$ cat config.mk
export PLATFORM = sky130hd
export DESIGN_NAME = serial_responder
export DESIGN_NICKNAME = d
export VERILOG_FILES = /design/src/rtl/serial_link_pkg.sv /design/src/rtl/serial_rx_fifo.sv /design/src/rtl/serial_responder.sv
export SDC_FILE = /design/constraint.sdc
export NUM_CORES = 1
export LEC_CHECK = 0
export BUFFER_PORTS_ARGS = -buffer_cell sky130_fd_sc_hd__buf_2
export CAP_MARGIN = 20
export CORE_UTILIZATION = 50
export DETAILED_ROUTE_END_ITERATION = 7
export PLACE_DENSITY = 0.82
export SYNTH_ARGS = -nofsm -noshare
export SYNTH_HDL_FRONTEND = slang
export SYNTH_SLANG_ARGS = --single-unit
$ cat constraint.sdc
create_clock -name clock -period 5.95 [get_ports clock]
set_clock_uncertainty 0.15 [all_clocks]
set_input_delay 0.8925 -clock clock [delete_from_list [all_inputs] [get_ports clock]]
set_output_delay 0.8925 -clock clock [all_outputs]
set_load 0.005 [all_outputs]
$ cat src/rtl/serial_link_pkg.sv
// Shared definitions for the serial link responder: frame FSM states and byte width.
package serial_link_pkg;

    localparam int BYTE_W    = 8;
    localparam int BIT_IDX_W = $clog2(BYTE_W);

    typedef enum logic [1:0] {
        IDLE,
        SHIFT,
        WAIT_LOW
    } state_t;

endpackage

$ cat src/rtl/serial_rx_fifo.sv
// Receive byte FIFO; a pop in the same cycle frees the slot for a push into a full FIFO.
module serial_rx_fifo
    import serial_link_pkg::*;
#(
    parameter int DEPTH = 2
) (
    input  logic              clock,
    input  logic              reset,
    input  logic              i_push,
    input  logic [BYTE_W-1:0] i_push_data,
    input  logic              i_pop,
    output logic [BYTE_W-1:0] o_pop_data,
    output logic              o_full,
    output logic              o_empty,
    output logic              o_drop
);

    localparam int AW = $clog2(DEPTH);
    localparam int CW = AW + 1;

    logic [BYTE_W-1:0] r_mem [DEPTH];
    logic [AW-1:0]     r_wr_ptr;
    logic [AW-1:0]     r_rd_ptr;
    logic [CW-1:0]     r_count;
    logic              w_do_push;
    logic              w_do_pop;

    assign o_full     = (r_count == CW'(DEPTH));
    assign o_empty    = (r_count == '0);
    assign o_pop_data = r_mem[r_rd_ptr];
    assign w_do_pop   = i_pop && !o_empty;
    assign w_do_push  = i_push && (!o_full || w_do_pop);
    assign o_drop     = i_push && !w_do_push;

    always_ff @(posedge clock) begin
        if (w_do_push) begin
            r_mem[r_wr_ptr] <= i_push_data;
        end
    end

    // Pointers are AW bits wide and DEPTH is a power of two, so they wrap naturally.
    always_ff @(posedge clock) begin
        if (reset) begin
            r_wr_ptr <= '0;
            r_rd_ptr <= '0;
            r_count  <= '0;
        end else begin
            if (w_do_push) r_wr_ptr <= r_wr_ptr + AW'(1);
            if (w_do_pop)  r_rd_ptr <= r_rd_ptr + AW'(1);
            case ({w_do_push, w_do_pop})
                2'b10:   r_count <= r_count + CW'(1);
                2'b01:   r_count <= r_count - CW'(1);
                default: r_count <= r_count;
            endcase
        end
    end

endmodule

$ cat src/rtl/serial_responder.sv
// Serial link responder: shifts one byte each way per 8-cycle frame, with a one-entry
// tx holding register and a receive FIFO towards the host.
module serial_responder
    import serial_link_pkg::*;
#(
    parameter int RX_DEPTH = 2
) (
    input  logic              clock,
    input  logic              reset,
    input  logic              link_sel,
    input  logic              link_in,
    output logic              link_out,
    input  logic [BYTE_W-1:0] tx_data,
    input  logic              tx_valid,
    output logic              tx_ready,
    output logic [BYTE_W-1:0] rx_data,
    output logic              rx_valid,
    input  logic              rx_ready,
    output logic              overrun,
    output logic              underrun,
    output logic              frame_err
);

    state_t                r_state;
    state_t                w_next_state;
    logic [BIT_IDX_W-1:0]  r_bit_idx;
    logic [BYTE_W-1:0]     r_rx_shift;
    logic [BYTE_W-1:0]     r_tx_shift;
    logic [BYTE_W-1:0]     r_hold_data;
    logic                  r_hold_full;
    logic                  r_overrun;
    logic                  r_underrun;
    logic                  r_frame_err;

    logic                  w_start;
    logic                  w_capture;
    logic                  w_last;
    logic                  w_abort;
    logic                  w_tx_xfer;
    logic [BYTE_W-1:0]     w_push_data;
    logic                  w_fifo_full;
    logic                  w_fifo_empty;
    logic                  w_fifo_drop;

    always_ff @(posedge clock) begin
        if (reset) r_state <= IDLE;
        else       r_state <= w_next_state;
    end

    always_comb begin
        w_next_state = r_state;
        case (r_state)
            IDLE:     if (link_sel) w_next_state = SHIFT;
            SHIFT: begin
                if (!link_sel)                               w_next_state = IDLE;
                else if (r_bit_idx == BIT_IDX_W'(BYTE_W - 1)) w_next_state = WAIT_LOW;
            end
            WAIT_LOW: if (!link_sel) w_next_state = IDLE;
            default:  w_next_state = IDLE;
        endcase
    end

    always_comb begin
        link_out    = 1'b0;
        w_start     = 1'b0;
        w_capture   = 1'b0;
        w_abort     = 1'b0;
        case (r_state)
            IDLE: begin
                link_out = r_hold_full & r_hold_data[0];
                w_start  = link_sel;
            end
            SHIFT: begin
                link_out  = r_tx_shift[r_bit_idx];
                w_capture = link_sel;
                w_abort   = !link_sel;
            end
            default: link_out = 1'b0;
        endcase
        w_last      = w_capture && (r_bit_idx == BIT_IDX_W'(BYTE_W - 1));
        w_push_data = {link_in, r_rx_shift[BYTE_W-2:0]};
        w_tx_xfer   = tx_valid && !r_hold_full;
    end

    // A host transfer into an empty hold during the bit-0 cycle refills the hold for the
    // next frame; the current frame has already latched the empty (zero) byte.
    always_ff @(posedge clock) begin
        if (reset) begin
            r_bit_idx   <= '0;
            r_rx_shift  <= '0;
            r_tx_shift  <= '0;
            r_hold_data <= '0;
            r_hold_full <= 1'b0;
            r_overrun   <= 1'b0;
            r_underrun  <= 1'b0;
            r_frame_err <= 1'b0;
        end else begin
            if (w_tx_xfer) begin
                r_hold_full <= 1'b1;
                r_hold_data <= tx_data;
            end else if (w_start) begin
                r_hold_full <= 1'b0;
            end

            if (w_start) begin
                r_rx_shift <= BYTE_W'(link_in);
                r_tx_shift <= r_hold_full ? r_hold_data : '0;
                r_bit_idx  <= BIT_IDX_W'(1);
            end else if (w_capture) begin
                r_rx_shift[r_bit_idx] <= link_in;
                r_bit_idx             <= w_last ? '0 : r_bit_idx + BIT_IDX_W'(1);
            end else if (w_abort) begin
                r_bit_idx <= '0;
            end

            r_underrun  <= w_start && !r_hold_full;
            r_frame_err <= w_abort;
            r_overrun   <= w_fifo_drop;
        end
    end

    serial_rx_fifo #(
        .DEPTH (RX_DEPTH)
    ) u_rx_fifo (
        .clock       (clock),
        .reset       (reset),
        .i_push      (w_last),
        .i_push_data (w_push_data),
        .i_pop       (rx_ready),
        .o_pop_data  (rx_data),
        .o_full      (w_fifo_full),
        .o_empty     (w_fifo_empty),
        .o_drop      (w_fifo_drop)
    );

    assign tx_ready  = !r_hold_full;
    assign rx_valid  = !w_fifo_empty;
    assign overrun   = r_overrun;
    assign underrun  = r_underrun;
    assign frame_err = r_frame_err;

    // Full state is only needed inside the FIFO for drop decisions.
    logic w_unused;
    assign w_unused = w_fifo_full;

endmodule

==> run metrics <==
Post-Place Setup Slack=3.31 ns; crit path launch type=register; CTS Hold Bufs=0; mux share of post-synthesis cell area=0.0797; Crit-path slowest cell=dfxtp_1; core area=4090 µm²; Syn-to-layout area delta=10.8%; Pre-Repair DR Iteration Count=4; Final min period=2.84 ns; Max rail drop VDD=0.000137 V; grt total ovfl=0; top cells by count, synth=37 x dfxtp_1, 21 x nand2_1, 19 x a21oi_1; final setup violation count=0; vias in the first global route=1341; final wirelength=3540 µm; layout net count=236; layout cells sized above 1=0.236; Hold WC Path Type=reg2reg; # IOs=28; Static Leak=0.900 nW; syn avg cell area=11.1 µm²; CP bufs+invs=1; clock sinks=53; count leader, synth=dfxtp_1; Seq/Total Area, Yosys=0.560; slowest stage delay, CP=0.62 ns; relative slew slack=0.582; final count of hold timing violations=0; via count=~1500; final instance area=2420 µm²; remaining antenna violation count after routing=0; async set-reset flop share out of synthesis=0; post-synthesis simple-gate area fraction=0.169; CTS tree=built; Syn Inst Count=197; Skew-Pair Late Insertion Delay=0.30 ns; clk slew on worst S/H paths=0.08 ns; Initial Utilization=0.534; routed vias/inst=5.43; post-synthesis cell area=roughly 2200 µm²; adder-cell share of the synthesized area=0.0172; synthesized net count=around 210; # resized after CTS=0; crit-path max FO=12; post-synth cell types=42; die area=4630 µm²; Post-DP Area=2310 µm²; Final WS setup=3.11 ns; Cell Chain, Critical Path=mux2i_1, mux4_2, o21ai_2, buf_2; Synth top area share=0.340; first-pass GRT wire length=5830 µm; WL per Instance=~13 µm; largest net degree at the start of global routing=23; Yosys top cell by area=dfxtp_1; top cells by area, synth=dfxtp_1 34%, edfxtp_1 22%, mux2_2 4.6%; Post-route DRC=0; unrepaired setup endpoints after global routing=false; Final Total Pwr=around 0.65 mW; PortBufs=27; Clock Path Buffers=2; EDFF count, synth=16; largest family of logic cells by synthesized area=simple AND/OR/NAND/NOR gates; max_cap viols=0; Worst Path Arrival=1.80 ns; Final period util=0.478; die width=68.0 µm; synthesized flop and latch total=53; setup_tns=0 ns; Fillers=349; Synth Warn #=0; cts bufs inserted=5; routability cong.=0.752; Max Fclk=352 MHz; gr usage total=0.173; crit path capture type=output port; H-tree levels=2; Cell Pwr Density=267 nW/µm²; Synth Area in Compound Gates=0.124; XOR/XNOR share of the synthesized area=0.0120; cell family with most CP delay=multiplexers; CTS root buffer=clkbuf_8; status=finished clean; Detailed Route Iter0 Violations=between 70 and 80; row count=23; Slew Limit Fails=0; Post-CTS Setup Bufs=0; Setup CP Type=reg2out; Detailed Place HPWL=2570 µm; data required time of the critical path=4.91 ns; diode count=0; Chip Height=68.0 µm; worst slew pin tran=0.625 ns; Most used DFF post-synth=dfxtp_1; initial antenna violation count=0
cells in the final DEF (no fill, tap or decap), drive strengths merged, types with 2 or more instances in the layout:
cell type   n
mux2i       5
edfxtp     16
a22o        8
nand4       2
o31ai       2
nand3       8
nand4b      2
a21oi      20
nand2      21
nor4        2
xnor2       2
nand2b      5
mux2        9
nor3b       2
ha          3
or2         2
buf        27
or3         2
nor2b       5
dfxtp      37
clkbuf      6
o21ai       8
nor2        9
inv         4
through the flow:
step | cells | util | hold slack [ns]
after floorplan | 197 | - | 0.266
after global placement | 262 | 0.566 | 0.288
after detailed placement | 262 | 0.566 | 0.295
after CTS | 270 | 0.592 | 0.311
after global routing | 270 | 0.592 | 0.326
final | 270 | 0.592 | 0.307
worst register-to-register path: cells and delay by family, from the launching register on:
| kind | cells | cell delay (ns) |
|---|---|---|
| AND/OR/NAND/NOR | 3 | 0.84 |
| adder cells (fa/ha/maj) | 3 | 0.78 |
| flip-flops | 1 | 0.62 |
| AO/OA/AOI/OAI | 1 | 0.13 |
power breakdown:
part           internal, mW  switching (mW)  total (mW)
registers             0.377         0.00758       0.384
clock network         0.124           0.106       0.231
logic                0.0130          0.0182      0.0312
final cells by class:
| cell class | count | area [µm²] | share of cell area |
|---|---|---|---|
| Clock buffer | 6 | 72.6 | 0.0300 |
| Timing Repair Buffer | 27 | 135 | 0.0559 |
| Sequential cell | 53 | 1220 | 0.505 |
| Inverter | 4 | 15.0 | 0.00621 |
| Tap cell | 50 | 62.6 | 0.0259 |
| Clock inverter | 2 | 33.8 | 0.0140 |
| Multi-Input combinational cell | 128 | 877 | 0.363 |
sequential cells by signal, indices dropped and copies added (netlist names), named ones only:
register	flops
u_rx_fifo.r_mem	16
r_hold_data	8
r_tx_shift	8
r_rx_shift	7
r_bit_idx	3
r_state	2
u_rx_fifo.r_count	2
frame_err	1
overrun	1
r_hold_full	1
u_rx_fifo.r_rd_ptr	1
u_rx_fifo.r_wr_ptr	1
underrun	1
final timing paths:
kind	endpoint	startpoint	depth (start not counted)	slack, ns
max reg2reg	u_rx_fifo.r_count[1]$_SDFFE_PP0P_	r_bit_idx[0]$_SDFFE_PP0P_	7	3.36
min	u_rx_fifo.r_mem[1][4]$_DFFE_PP_	r_rx_shift[4]$_SDFFE_PP0P_	0	0.31
min reg2reg	u_rx_fifo.r_mem[1][4]$_DFFE_PP_	r_rx_shift[4]$_SDFFE_PP0P_	0	0.31
max	link_out	r_bit_idx[0]$_SDFFE_PP0P_	4	3.11
metal layers:
layer,global-route usage,share of wire
met3,0.0550,0.043
met2,0.299,0.49
met1,0.195,0.44
met4,0.0703,0.020
met5,0,0
kinds of logic after synthesis:
| family | count (synthesis) |
|---|---|
| XOR/XNOR | 3 |
| AO/OA/AOI/OAI | 43 |
| buffers and inverters | 16 |
| AND/OR/NAND/NOR | 64 |
| adder cells (fa/ha/maj) | 3 |
| multiplexers | 15 |
| flip-flops | 53 |
(Power assumes the default switching activity.)
